File: src/rtl/twop_rf_fifo_ctrl.sv
// First-word-fall-through FIFO controller around a 64x32 two-port register-file macro.
// The RF holds the bulk of the data; a 2-entry output buffer hides the macro's 1-cycle read latency.

module twop_rf_fifo_ctrl #(
    parameter int DW = 32,
    parameter int AW = 6
) (
    input  logic          clk,
    input  logic          rst,
    input  logic          flush_i,
    input  logic          push_valid_i,
    output logic          push_ready_o,
    input  logic [DW-1:0] push_data_i,
    output logic          pop_valid_o,
    input  logic          pop_ready_i,
    output logic [DW-1:0] pop_data_o,
    output logic [AW+1:0] count_o,
    output logic          rf_we_o,
    output logic [AW-1:0] rf_wr_addr_o,
    output logic [DW-1:0] rf_wdata_o,
    output logic          rf_re_o,
    output logic [AW-1:0] rf_rd_addr_o,
    input  logic [DW-1:0] rf_rdata_i
);
    localparam int          DEPTH    = 2**AW;
    localparam logic [AW:0] MEM_FULL = (AW+1)'(DEPTH);

    logic [AW-1:0] wr_ptr_r;
    logic [AW-1:0] rd_ptr_r;
    logic [AW:0]   mem_cnt_r;
    logic          inflight_r;
    logic [1:0]    ob_cnt_r;
    logic [DW-1:0] ob_r [0:1];

    logic          push_fire_s;
    logic          pop_fire_s;
    logic [2:0]    ob_occ_s;
    logic          rd_issue_s;
    logic          ld_idx_s;

    assign push_ready_o = (mem_cnt_r != MEM_FULL) & ~flush_i;
    assign push_fire_s  = push_valid_i & push_ready_o;
    assign pop_valid_o  = (ob_cnt_r != 2'd0);
    assign pop_fire_s   = pop_valid_o & pop_ready_i;

    assign rf_we_o      = push_fire_s;
    assign rf_wr_addr_o = wr_ptr_r;
    assign rf_wdata_o   = push_data_i;
    assign rf_re_o      = rd_issue_s;
    assign rf_rd_addr_o = rd_ptr_r;
    assign pop_data_o   = ob_r[0];

    assign count_o = {1'b0, mem_cnt_r}
                   + {{(AW+1){1'b0}}, inflight_r}
                   + {{AW{1'b0}}, ob_cnt_r};

    // Issue a read only when the output buffer has room for the word next cycle
    always_comb begin
        ob_occ_s   = {1'b0, ob_cnt_r} + {2'b00, inflight_r} - {2'b00, pop_fire_s};
        rd_issue_s = 1'b0;
        ld_idx_s   = 1'b0;
        if (!flush_i && (mem_cnt_r != {(AW+1){1'b0}}) && (ob_occ_s <= 3'd1)) begin
            rd_issue_s = 1'b1;
        end else begin
            rd_issue_s = 1'b0;
        end
        if ((ob_cnt_r == 2'd1) && !pop_fire_s) begin
            ld_idx_s = 1'b1;
        end else begin
            ld_idx_s = 1'b0;
        end
    end

    // Pointers, occupancy counters and read-in-flight flag
    always_ff @(posedge clk or posedge rst) begin
        if (rst) begin
            wr_ptr_r   <= {AW{1'b0}};
            rd_ptr_r   <= {AW{1'b0}};
            mem_cnt_r  <= {(AW+1){1'b0}};
            inflight_r <= 1'b0;
            ob_cnt_r   <= 2'd0;
        end else if (flush_i) begin
            wr_ptr_r   <= {AW{1'b0}};
            rd_ptr_r   <= {AW{1'b0}};
            mem_cnt_r  <= {(AW+1){1'b0}};
            inflight_r <= 1'b0;
            ob_cnt_r   <= 2'd0;
        end else begin
            if (push_fire_s) begin
                wr_ptr_r <= wr_ptr_r + AW'(1);
            end
            if (rd_issue_s) begin
                rd_ptr_r <= rd_ptr_r + AW'(1);
            end
            mem_cnt_r  <= mem_cnt_r + (AW+1)'(push_fire_s) - (AW+1)'(rd_issue_s);
            inflight_r <= rd_issue_s;
            ob_cnt_r   <= ob_cnt_r + {1'b0, inflight_r} - {1'b0, pop_fire_s};
        end
    end

    // Output buffer: shift on pop, then land the returning RF word behind the survivors
    always_ff @(posedge clk or posedge rst) begin
        if (rst) begin
            ob_r[0] <= {DW{1'b0}};
            ob_r[1] <= {DW{1'b0}};
        end else if (!flush_i) begin
            if (pop_fire_s) begin
                ob_r[0] <= ob_r[1];
            end
            if (inflight_r) begin
                ob_r[ld_idx_s] <= rf_rdata_i;
            end
        end
    end

    twop_rf_fifo_ctrl_chk #(
        .AW (AW)
    ) u_chk (
        .clk      (clk),
        .rst      (rst),
        .rf_we    (rf_we_o),
        .rf_re    (rf_re_o),
        .wr_addr  (wr_ptr_r),
        .rd_addr  (rd_ptr_r),
        .inflight (inflight_r),
        .ob_cnt   (ob_cnt_r),
        .count    (count_o)
    );

endmodule

// Invariant checker: RF port collisions, output-buffer overflow and occupancy bound.
module twop_rf_fifo_ctrl_chk #(
    parameter int AW = 6
) (
    input logic          clk,
    input logic          rst,
    input logic          rf_we,
    input logic          rf_re,
    input logic [AW-1:0] wr_addr,
    input logic [AW-1:0] rd_addr,
    input logic          inflight,
    input logic [1:0]    ob_cnt,
    input logic [AW+1:0] count
);
    localparam logic [AW+1:0] MAX_COUNT = (AW+2)'(2**AW + 2);

    a_no_collision: assert property (@(posedge clk) disable iff (rst)
        !(rf_we && rf_re && (wr_addr == rd_addr)));

    a_ob_room: assert property (@(posedge clk) disable iff (rst)
        !(inflight && (ob_cnt == 2'd2)));

    a_count_max: assert property (@(posedge clk) disable iff (rst)
        (count <= MAX_COUNT));

endmodule

File: config.mk
export PLATFORM = sky130hd
export DESIGN_NAME = twop_rf_fifo_ctrl
export DESIGN_NICKNAME = d
export VERILOG_FILES = /design/src/rtl/twop_rf_fifo_ctrl.sv
export SDC_FILE = /design/constraint.sdc
export NUM_CORES = 1
export LEC_CHECK = 0
export ABC_AREA = 1
export BUFFER_PORTS_ARGS = -buffer_cell sky130_fd_sc_hd__buf_2
export CORE_MARGIN = 2
export CORE_UTILIZATION = 52
export DETAILED_ROUTE_END_ITERATION = 16
export HOLD_SLACK_MARGIN = 0.05
export PLACE_DENSITY = 0.8
export SYNTH_ARGS = -nofsm -noshare
export SYNTH_HDL_FRONTEND = slang
export SYNTH_SLANG_ARGS = --single-unit
File: constraint.sdc
create_clock -name clk -period 4.21 [get_ports clk]
set_clock_uncertainty 0.2 [all_clocks]
set_input_delay 0 -clock clk [delete_from_list [all_inputs] [get_ports clk]]
set_output_delay 0 -clock clk [all_outputs]
set_load 0.05 [all_outputs]
Word-level counts from Yosys, hierarchy flattened
Cells that the tools add are included.

operators by class
  magnitude comparators = 3
  multiplexer cells = 15
  equality and inequality tests = 2
  $add $sub $neg = 10
  bitwise operators = 5
  reductions and logical operators = 11

operators with widths
  kind                                                             number
  two-way mux 32 bit                                               3
  bitwise mux 64 bit                                               1
  two-way mux 64 bit                                               1
  demux 32 bit (select 1 bit)                                      1
  two-way mux 6 bit                                                4
  adder 6 x 1 -> 6 bit (second input constant)                     2
  adder 7 x 1 -> 8 bit                                             1
  adder 8 x 2 -> 8 bit                                             1
  adder 7 x 1 -> 7 bit                                             1
  two-way mux 7 bit                                                1
  != test 7 bit (second input constant)                            1
  nonzero test 7 bit                                               1
  subtractor 7 x 1 -> 7 bit                                        1
  nonzero test 2 bit                                               3
  logical AND 1 bit                                                4
  adder 2 x 1 -> 3 bit                                             1
  AND 1 bit                                                        3
  less-or-equal comparator 3 x 1 -> 1 bit (second input constant)  1
  two-way mux 1 bit                                                3
  subtractor 3 x 1 -> 3 bit                                        1
  adder 2 x 1 -> 2 bit                                             1
  equality test 2 x 1 -> 1 bit (second input constant)             1
  >= comparator 2 bit (second input constant)                      1
  zero test 1 bit                                                  2
  other kinds (6)                                                  6

word-level totals
  bits of input ports = 69
  output and inout port bits = 88
  register bits = 86

Logic depth before layout (Yosys ltp)
Gate-level depths: netlist (run 1).

  depth in word-level cells = 12
  depth in mapped cells = 24
  depth with buffers taken out = 23

Worst setup path before layout (run 1)
No wires, ideal clock.

  path kind = reg-to-reg
  start point = register ob_cnt_r[1]
  end point = register mem_cnt_r[6]
  setup slack = -0.614 ns
  library setup time = 0.114 ns
  required time = 3.896 ns
  cell stages (with the launch flop) = 25
  clock period less this slack = 4.824 ns
  data arrival time = 4.510 ns
  path through = dfrtp_1 -> inv_2 -> nand2_1 -> nand2_1 -> clkbuf_2 -> nand2_1 -> nand2_1 -> ha_1 -> inv_1 -> fa_1 -> inv_1 -> nor2_1 -> nand3_1 -> nor2_1 -> ha_1 -> inv_1 -> ha_1 -> inv_1 -> fa_1 -> inv_1 -> nand3_1 -> nand3_1 -> nand2_1 -> inv_1 -> nor2_1

on the way
  word-level cells in the longest chain between the ends = 8

RTL lines
  what                                     RTL line  text
  start: declaration                       32        logic [1:0] ob_cnt_r;
  start signal: assignment                 97        ob_cnt_r <= ob_cnt_r + {1'b0, inflight_r} - {1'b0, pop_fire_s};
  nonzero test 2 bit                       43        assign pop_valid_o = (ob_cnt_r != 2'd0);
  net pop_valid_o                          14        output logic pop_valid_o,
  AND 1 bit                                44        assign pop_fire_s = pop_valid_o & pop_ready_i;
  subtractor 3 x 1 -> 3 bit                59        ob_occ_s = {1'b0, ob_cnt_r} + {2'b00, inflight_r} - {2'b00, pop_fire_s};
  less-or-equal comparator 3 x 1 -> 1 bit  62        if (!flush_i && (mem_cnt_r != {(AW+1){1'b0}}) && (ob_occ_s <= 3'd1)) begin
  logical AND 1 bit                        62
  two-way mux 1 bit                        62
  net rf_re_o                              21        output logic rf_re_o,
  subtractor 7 x 1 -> 7 bit                95        mem_cnt_r <= mem_cnt_r + (AW+1)'(push_fire_s) - (AW+1)'(rd_issue_s);
  two-way mux 7 bit                        82        end else if (flush_i) begin
  end signal: assignment                   79        mem_cnt_r <= {(AW+1){1'b0}};
  end signal: assignment                   85        mem_cnt_r <= {(AW+1){1'b0}};
  end signal: assignment                   95
  end: declaration                         30        logic [AW:0] mem_cnt_r;

The timed path passes the listed nets, and every way through them passes these cells.
A chain may end at the register's enable or synchronous reset.

Worst setup path in the final report (run 1)
  start point = register ob_cnt_r[1]
  end point = register mem_cnt_r[6]

on the way
  word-level cells in the longest chain between the ends = 8

RTL lines
  what                                                          RTL line
  branches (longest 2 deep; another with adder 2 x 1 -> 3 bit)  -
  subtractor 3 x 1 -> 3 bit *                                   59
  less-or-equal comparator 3 x 1 -> 1 bit *                     62
  logical AND 1 bit *                                           62
  two-way mux 1 bit *                                           62
  subtractor 7 x 1 -> 7 bit *                                   95
  two-way mux 7 bit *                                           82

Mark *: on every way between the ends.

==> impl_metrics.csv, run 1 <==
group,metric,value,unit
die,die_area,0.0109,mm2
critical_path,critical_path.n_buffers_inverters,7,
power,p_clk_share,13.2,%
timing,finalCriticalPeriod,3740,ps
critical_path,worstSetupPathType,"flop to flop",
finish,final_layout_size_suffix_gt1_share,15.3,%
clock_tree,insertion_delay,340,ps
power,switching_share,52.2,%
finish,finish.net_count,868,
critical_path,critical_path_peak_fanout,7,
clock_tree,cts.sinks,86,
route,m1WireLength,4990,um
die,floorplan.initialDensity,53.6,%
timing,final-hold-violation-count,0,
timing,maxSlewHeadroom,33.1,%
yosys,synthDominantAreaCellType,"dfrtp_1",
timing,timing.final.setup_violations,0,
yosys,dominantRegCellSynth,"dfrtp_1",
yosys,synthDominantCellAreaShare,41.1,%
power,vdd_ir_drop_max,0.412,mV
run,max_cap_viol_count,0,
yosys,synth-edff-count,0,
min_path,hp-class,"input pin to async pin",
die,row_count,36,
route,route.top_layer_used,"met4",
yosys,synth_area_leaders,"dfrtp_1 (41%), nand2_1 (11%), inv_1 (9.7%)",
route,drt_drc_violations_left,0,
critical_path,timing.critical_path.to_type,"flop",
yosys,synth.avg_cell_area,7.56,um2
clock_tree,clk_pin_slew_worst_paths,80,ps
power,cell_internal_pwr,2.27,mW
power,switchingPower,2.48,mW
yosys,synth_cells,693,
yosys,yosys.cell_count.top_type,"nand2_1",
timing,finalCritPeriodShare,88.7,%
route,via_count,4447,
place,placement.setup.worst_slack,503,ps
route,detailroute.wirelength.met2,5870,um
clock_tree,cts.path.max_buffers,2,
finish,antenna-diode-count,0,
timing,layout_setup_ws,474,ps
yosys,async_flop_share,100,%
yosys,synth_commonest_cells,"nand2_1 (153), inv_1 (136), dfrtp_1 (86), nand3_1 (80)",
route,detailedRoute.firstPassIterationCount,5,
global_route,global_route_wire_length_before_repair,19500,um
status,status,"completed",
global_route,pin_count_of_the_biggest_net_entering_global_routing,45,
critical_path,critical_path.max_stage_delay,490,ps
route,route.met3.wl,620,um
place,finalWeightedCongestion,0.799,
power,power_density_relative_to_cell_area,767,mW/mm2
yosys,synth.net_count,783,
yosys,yosys_register_bits,86,
global_route,antenna_found_initial,0,
critical_path,critical-path-top-delay-family,"adder cells",
critical_path,start_kind,"flop",
route,finalWirelength,11600,um
critical_path,critical_path.cell_chain,"inv_2, nand2_2, nand2_1, nand2_1, nand2_1, ha_1, inv_1, fa_1, inv_1, nor2_1, nand3_1, nor2_4, ha_1, inv_1, ha_1, inv_1, fa_1, inv_1, nand3_1, nand3_1, nand2_1, inv_1, nor2_1",
critical_path,critPathRequiredTime,4250,ps
clock_tree,cts_max_level,3,
power,pwr-share-comb,57.0,%
critical_path,crit_path_frequent_cell,"inv_1",
clock_tree,postCtsResizedCells,0,
timing,max_freq,268,MHz
timing,slew_viol_final,0,
die,core,0.00977,mm2
yosys,synth_warnings,0,
place,portBuffers,92,
power,seq_power_share,29.8,%
route,detailedRoute.firstIterationViolations,253,
global_route,number_of_global_route_vias_before_repair,4400,
finish,area_growth,18.3,%
clock_tree,cts_tree,"built",
die,pin_count,157,
power,p_leak,3.44,nW
clock_tree,cts-buffers-inserted,9,
die,chipHeight,104,um
yosys,cell_area_after_synthesis,0.00524,mm2
timing,timing_worst_slew_pin_value,1000,ps
timing,finalSetupTns,0,ps
critical_path,worstPathArrival,3770,ps
critical_path,critical_path.slowest_cell,"fa_1",
die,die_x,104,um
clock_tree,ctsRootBufferMaster,"clkbuf_8",
route,final_antenna_net_count,0,
route,drt-vias-per-instance,4.85,
yosys,synth_sequential_area_ratio,41.1,%
route,routedWlPerCell,12.7,um
yosys,netlist-cell-type-count,24,
finish,n_fill_cell,854,
global_route,grt_usage,21.4,%
place,detailed_place_hpwl,7400,um
timing,rsz0062_at_grt,"no",
global_route,gr-total-overflow,0,
final timing paths:
kind / slack (ps) / depth (start not counted) / startpoint / endpoint
max: 470 / 23 / ob_cnt_r[1] / mem_cnt_r[6]
min: 120 / 3 / rst / rf_wr_addr_o[5]
max reg2reg: 470 / 23 / ob_cnt_r[1] / mem_cnt_r[6]
min reg2reg: 330 / 2 / flop / flop
max in group asynchronous: 2660 / 4 / rst / pop_data_o[16]
min in group clk: 210 / 4 / rf_rdata_i[25] / flop
power by group through the flow:
stage          registers, mW  clock network, mW  logic (mW)
6_report                1.42              0.628        2.71
5_1_grt                 1.46              0.677        2.99
4_1_cts                 1.41              0.647        2.71
3_5_place_dp            1.43                  0        2.59
3_3_place_gp            1.41                  0        2.51
2_1_floorplan           1.42                  0        2.35
layout make-up:
cell class	count	area [um2]	share of cell area (%)
timing repair buffer	165	1190	19.2
clock buffer	11	131	2.12
multi-input combinational	377	1950	31.4
tap	133	166	2.69
sequential	86	2150	34.8
clock inverter	5	82.6	1.33
inverter	139	523	8.45
layer usage:
metal / track usage [%] / vias up
met4: 7.82 / 0
met5: 0 / -
met3: 3.01 / 17
li1: - / 2224
met2: 37.0 / 146
met1: 27.1 / 2060
worst min-delay path: stages:
cell and delay [ps]:
dlygate4sd3_1 540, buf_2 130, clkinv_2 490
per-stage QoR:
| stage | util (%) | hold WS (ps) | cells | instance area (um2) | total power, mW |
|---|---|---|---|---|---|
| floorplan | - | -79.0 | 693 | 5250 | 3.77 |
| global placement | 54.2 | -200 | 832 | 5300 | 3.92 |
| detailed placement | 54.2 | -200 | 832 | 5300 | 4.02 |
| CTS | 63.4 | 118 | 916 | 6190 | 4.77 |
| global route | 63.4 | 174 | 916 | 6190 | 5.13 |
| finish | 63.4 | 118 | 916 | 6190 | 4.75 |
cells by family after synthesis:
family	synth area share, %
compound gates	7.48
xor+xnor	2.01
fa+ha+maj	5.59
buf+inv	21.9
flops	41.1
simple gates	21.9
cells in the final DEF (no fill, tap or decap), drive strengths merged:
master / count
a31oi: 1
dlygate4sd3: 68
buf: 97
clkbuf: 11
nand3: 80
nand4: 4
o21ai: 69
clkinv: 4
bufinv: 2
a21oi: 8
xor2: 12
nor3: 1
fa: 4
inv: 138
ha: 17
nand2: 155
nand3b: 2
dfrtp: 86
nor2: 24
timing repair:
item,in CTS,in global routing
hold buffers,68,0
setup buffers,0,0
endpoints found under the setup margin,0,0
endpoints found under the hold margin,155,0
Power figures use the tool's default switching activity.
==> run 2, diff against run 1 <==
--- a/config.mk
+++ b/config.mk
@@ -7,11 +7,13 @@
 export LEC_CHECK = 0
 export ABC_AREA = 1
 export BUFFER_PORTS_ARGS = -buffer_cell sky130_fd_sc_hd__buf_2
+export CELL_PAD_IN_SITES_DETAIL_PLACEMENT = 1
+export CELL_PAD_IN_SITES_GLOBAL_PLACEMENT = 1
 export CORE_MARGIN = 2
-export CORE_UTILIZATION = 52
+export CORE_UTILIZATION = 37
 export DETAILED_ROUTE_END_ITERATION = 16
 export HOLD_SLACK_MARGIN = 0.05
-export PLACE_DENSITY = 0.8
+export PLACE_DENSITY_LB_ADDON = 0.1
 export SYNTH_ARGS = -nofsm -noshare
 export SYNTH_HDL_FRONTEND = slang
 export SYNTH_SLANG_ARGS = --single-unit
==> impl_metrics.csv, run 2 (same netlist as run 1, synthesis figures left out) <==
group,metric,value,unit
clock_tree,cts.path.max_buffers,2,
timing,maxSlewHeadroom,47.9,%
min_path,hp-class,"input pin to async pin",
route,routedWlPerCell,14.5,um
die,pin_count,157,
finish,final_layout_size_suffix_gt1_share,15.5,%
clock_tree,ctsRootBufferMaster,"clkbuf_16",
finish,antenna-diode-count,0,
timing,finalCriticalPeriod,3830,ps
global_route,antenna_found_initial,0,
clock_tree,cts_max_level,3,
power,pwr-share-comb,55.2,%
finish,most_frequent_cells_in_the_layout,"nand2_1 (152), inv_1 (135), buf_2 (92)",
finish,area_growth,21.1,%
place,portBuffers,92,
route,final_antenna_net_count,0,
timing,fin_worst_hold_slack,104,ps
clock_tree,cts-buffers-inserted,9,
die,row_count,43,
power,seq_power_share,28.2,%
critical_path,crit_path_frequent_cell,"inv_1",
route,via_count,4526,
route,route.met3.wl,620,um
critical_path,critPathRequiredTime,4250,ps
power,p_leak,3.49,nW
finish,finish.net_count,870,
clock_tree,cts_tree,"built",
die,die_x,123,um
timing,slew_viol_final,0,
power,p_clk_share,16.6,%
route,detailedRoute.firstIterationViolations,176,
clock_tree,postCtsResizedCells,0,
route,m1WireLength,6360,um
route,route.top_layer_used,"met4",
critical_path,worstSetupPathType,"flop to flop",
timing,finalSetupTns,0,ps
timing,finalCritPeriodShare,90.9,%
finish,layout.cells.non_filler,965,
finish,final_common_cell,"nand2_1",
global_route,number_of_global_route_vias_before_repair,4751,
route,finalWirelength,14000,um
clock_tree,clk_pin_slew_worst_paths,60,ps
critical_path,critical_path.cell_chain,"inv_2, nand2_2, nand2_1, nand2_1, nand2_1, ha_1, inv_1, fa_1, inv_1, nor2_1, nand3_1, nor2_4, ha_1, inv_1, ha_1, inv_1, fa_1, inv_1, nand3_1, nand3_1, nand2_1, inv_1, nor2_1",
route,detailedRoute.firstPassIterationCount,4,
die,core,0.0138,mm2
critical_path,critical_path.slowest_cell,"fa_1",
power,vdd_ir_drop_max,0.407,mV
power,cell_internal_pwr,2.44,mW
run,max_cap_viol_count,0,
clock_tree,insertion_delay,350,ps
place,detailed_place_hpwl,8840,um
route,drt_drc_violations_left,0,
die,floorplan.initialDensity,37.9,%
timing,timing.final.setup_violations,0,
clock_tree,post-cts-setup-buffers,0,
global_route,grt_usage,19.6,%
global_route,global_route_wire_length_before_repair,23200,um
die,die_area,0.0151,mm2
critical_path,critical_path_peak_fanout,7,
timing,rsz0062_at_grt,"no",
critical_path,critical_path.max_stage_delay,500,ps
finish,post-route-cell-area,0.00634,mm2
die,chipHeight,123,um
global_route,gr-total-overflow,0,
power,power_density_relative_to_cell_area,792,mW/mm2
status,status,"completed",
route,drt-vias-per-instance,4.69,
critical_path,start_kind,"flop",
critical_path,timing.critical_path.to_type,"flop",
timing,max_freq,261,MHz
global_route,pin_count_of_the_biggest_net_entering_global_routing,46,
place,finalWeightedCongestion,0.841,
route,detailroute.wirelength.met2,6790,um
critical_path,worstPathArrival,3870,ps
power,switching_share,51.4,%
timing,timing_worst_slew_pin_value,781,ps
timing,final-hold-violation-count,0,
clock_tree,cts.sinks,86,
power,switchingPower,2.58,mW
place,placed_area,0.00536,mm2
place,placed_cells,881,
[run 2: cell count changes in the layout (fill, tap and decap cells not counted), sizes merged]
| cell | delta |
|---|---|
| bufinv | -1 |
| clkinv | -1 |
| clkbuf | +2 |
| buf | +2 |
| inv | -1 |
| clkinvlp | +1 |
[run 2: routing by layer]
| metal | global-route usage, % | vias to the layer above |
|---|---|---|
| met5 | 0 | - |
| met3 | 3.55 | 13 |
| met4 | 7.18 | 0 |
| met2 | 33.3 | 107 |
| li1 | - | 2222 |
| met1 | 24.8 | 2184 |
[run 2: final timing paths]
check | startpoint | endpoint | slack (ps) | cells past startpoint
min in group clk | rf_rdata_i[24] | flop | 220 | 4
max in group asynchronous | rst | pop_data_o[14] | 2610 | 4
max reg2reg | ob_cnt_r[1] | mem_cnt_r[6] | 380 | 23
min | rst | rf_wr_addr_o[0] | 100 | 3
min reg2reg | flop | flop | 330 | 2
max | ob_cnt_r[1] | mem_cnt_r[6] | 380 | 23
[run 2: power groups by stage]
stage	registers (mW)	clock network [mW]	logic [mW]
2_1_floorplan	1.42	0	2.35
3_3_place_gp	1.41	0	2.60
3_5_place_dp	1.43	0	2.69
4_1_cts	1.42	0.861	2.82
5_1_grt	1.48	0.886	3.09
6_report	1.42	0.833	2.77
[run 2: repair_timing]
item,4_1_cts,5_1_grt
endpoints found under the setup margin,0,0
hold buffers,68,0
hold endpoints to repair,150,0
[run 2: critical path, delay by kind of cell, from the launching register on]
family,cells,cell delay (ps)
adder cells (fa/ha/maj),5,1500
buffers and inverters,7,530
flip-flops,1,480
AND/OR/NAND/NOR,11,1020
[run 2: per-stage QoR]
step | power, mW | worst slack [ps] | utilization, %
3_5_place_dp | 4.12 | 360 | 38.8
4_1_cts | 5.10 | 330 | 45.9
2_1_floorplan | 3.77 | 107 | -
6_report | 5.02 | 382 | 45.9
5_1_grt | 5.45 | 76.1 | 45.9
3_3_place_gp | 4.02 | 631 | 38.8
[run 2: final cells by class]
type | count | area (um2)
Clock inverter | 3 | 42.5
Sequential cell | 86 | 2150
Clock buffer | 13 | 260
Multi-Input combinational cell | 377 | 1950
Tap cell | 180 | 225
Inverter | 139 | 523
Fill cell | 1715 | 7480
Timing Repair Buffer | 167 | 1190
==> run 3, diff against run 2 <==
--- a/config.mk
+++ b/config.mk
@@ -9,7 +9,7 @@
 export BUFFER_PORTS_ARGS = -buffer_cell sky130_fd_sc_hd__buf_2
 export CELL_PAD_IN_SITES_DETAIL_PLACEMENT = 1
 export CELL_PAD_IN_SITES_GLOBAL_PLACEMENT = 1
-export CORE_MARGIN = 2
+export CORE_MARGIN = 5
 export CORE_UTILIZATION = 37
 export DETAILED_ROUTE_END_ITERATION = 16
 export HOLD_SLACK_MARGIN = 0.05
==> constraint.sdc (replaced) <==
create_clock -name clk -period 3.7 [get_ports clk]
set_clock_uncertainty 0.2 [all_clocks]
set_input_delay 0 -clock clk [delete_from_list [all_inputs] [get_ports clk]]
set_output_delay 0 -clock clk [all_outputs]
set_load 0.05 [all_outputs]
==> impl_metrics.csv, run 3 (same netlist as run 1, synthesis figures left out) <==
group,metric,value,unit
status,status,"completed",
finish,most_frequent_cells_in_the_layout,"nand2_1 (151), inv_1 (133), buf_2 (92)",
timing,maxSlewHeadroom,55.3,%
finish,antenna-diode-count,0,
die,chipHeight,129,um
route,finalWirelength,14000,um
critical_path,reg2regPathDepth,23,
power,switching_share,51.3,%
power,seq_power_share,28.2,%
critical_path,critical_path.max_stage_delay,500,ps
route,drt_drc_violations_left,0,
timing,max_freq,291,MHz
clock_tree,cts.path.max_buffers,2,
die,core,0.0139,mm2
critical_path,worstSetupPathType,"flop to flop",
critical_path,worstPathArrival,3480,ps
finish,finish.net_count,875,
global_route,grt_usage,17.6,%
global_route,antenna_found_initial,0,
global_route,number_of_global_route_vias_before_repair,4975,
timing,slew_viol_final,0,
critical_path,critical_path.slowest_cell,"fa_1",
finish,area_growth,22.5,%
power,p_clk_share,15.8,%
power,switchingPower,2.94,mW
timing,timing.final.setup_violations,0,
die,row_count,43,
power,cell_internal_pwr,2.79,mW
critical_path,timing.critical_path.to_type,"flop",
route,drt-vias-per-instance,4.70,
die,die_area,0.0166,mm2
clock_tree,insertion_delay,340,ps
die,die_x,129,um
timing,finalCriticalPeriod,3440,ps
finish,final_layout_size_suffix_gt1_share,17.0,%
critical_path,critical_path_peak_fanout,6,
clock_tree,cts.sinks,86,
timing,rsz0062_at_grt,"no",
route,routedWlPerCell,14.4,um
critical_path,critPathRequiredTime,3740,ps
power,vdd_ir_drop_max,0.336,mV
route,via_count,4560,
route,final_antenna_net_count,0,
power,p_total,5.73,mW
route,detailedRoute.firstIterationViolations,183,
global_route,global_route_wire_length_before_repair,23600,um
power,power_density_relative_to_cell_area,894,mW/mm2
min_path,hp-class,"input pin to flop",
clock_tree,clk_pin_slew_worst_paths,60,ps
timing,timing_worst_slew_pin_value,668,ps
clock_tree,cts_tree,"built",
min_path,hold_depth,4,
clock_tree,cts-buffers-inserted,9,
route,detailedRoute.firstPassIterationCount,4,
clock_tree,ctsRootBufferMaster,"clkbuf_16",
finish,n_fill_cell,1702,
die,pin_count,157,
power,pwr-share-comb,56.0,%
place,portBuffers,92,
timing,finalSetupTns,0,ps
critical_path,critical_path.cell_chain,"inv_4, nand2_8, nand2_4, nand2_1, nand2_1, ha_1, inv_1, fa_1, inv_1, nor2_1, nand3_2, nor2_4, ha_1, inv_1, ha_2, inv_2, fa_2, inv_2, nand3_1, nand3_1, nand2_1, inv_1, nor2_1",
finish,final_common_cell,"nand2_1",
finish,multiInputGateArea,0.00198,mm2
clock_tree,postCtsResizedCells,0,
global_route,gr-total-overflow,0,
power,p_leak,3.52,nW
timing,final-hold-violation-count,0,
global_route,pin_count_of_the_biggest_net_entering_global_routing,65,
timing,finalCritPeriodShare,93.0,%
critical_path,start_kind,"flop",
die,floorplan.initialDensity,37.7,%
critical_path,rrSetupSlack,260,ps
run,max_cap_viol_count,0,
clock_tree,cts_max_level,3,
critical_path,crit_path_frequent_cell,"inv_1",
place,detailed_place_hpwl,9250,um
finish,seqCellArea,0.00215,mm2
place,finalWeightedCongestion,0.798,
## run 3: cell types whose count changed in the layout (fill, tap and decap cells not counted), sizes merged
cell	delta
buf	+4
bufinv	-1
clkbuf	+1
clkinv	+1
clkinvlp	-1
dlygate4sd3	+1
## run 3: critical path: cells and delay by family (launching register included)
kind	cells	cell delay, ps
fa+ha+maj	5	1410
buf+inv	7	420
flops	1	460
simple gates	11	840
## run 3: power groups by stage
stage	sequential, mW	clock [mW]	combinational [mW]
CTS	1.63	0.939	3.24
detailed placement	1.64	0	3.09
finish	1.62	0.906	3.21
global placement	1.61	0	3.02
global route	1.67	0.979	3.58
floorplan	1.62	0	2.72
## run 3: per-layer routing
layer / up-vias / track usage [%] / wire length, um
li1: 2239 / - / -
met1: 2198 / 21.2 / 6190
met2: 107 / 31.7 / 6950
met3: 16 / 2.78 / 618
met4: 0 / 6.30 / 250
met5: - / 0 / 0
## run 3: worst paths after layout
check / startpoint / to
hold reg to reg: flop / flop
setup / recovery: ob_cnt_r[1] / mem_cnt_r[6]
min in group asynchronous: rst / rf_wr_addr_o[1]
setup reg to reg: ob_cnt_r[1] / mem_cnt_r[6]
max in group asynchronous: rst / pop_data_o[9]
hold / removal: rf_rdata_i[1] / flop
## run 3: area by class of cell
type,count,area share [%]
Tap cell,180,3.51
Clock inverter,2,0.215
Timing Repair Buffer,172,19.2
Clock buffer,14,4.43
Sequential cell,86,33.6
Multi-Input combinational cell,377,30.8
Inverter,139,8.20
## run 3: per-stage QoR
stage	instance area [um2]	utilization (%)	worst slack, ps	hold WS [ps]	cells
finish	6410	46.2	261	219	970
global route	6410	46.2	20.3	241	970
CTS	6390	46.0	223	216	967
detailed placement	5400	38.9	239	-223	882
global placement	5400	38.9	321	-221	882
floorplan	5290	-	-105	-79.0	693
## run 3: timing repair
item                                   4_1_cts  5_1_grt
hold buffers                                69        0
buffers inserted                             0        3
endpoints found under the hold margin      196        0
setup endpoints to repair                    0        1
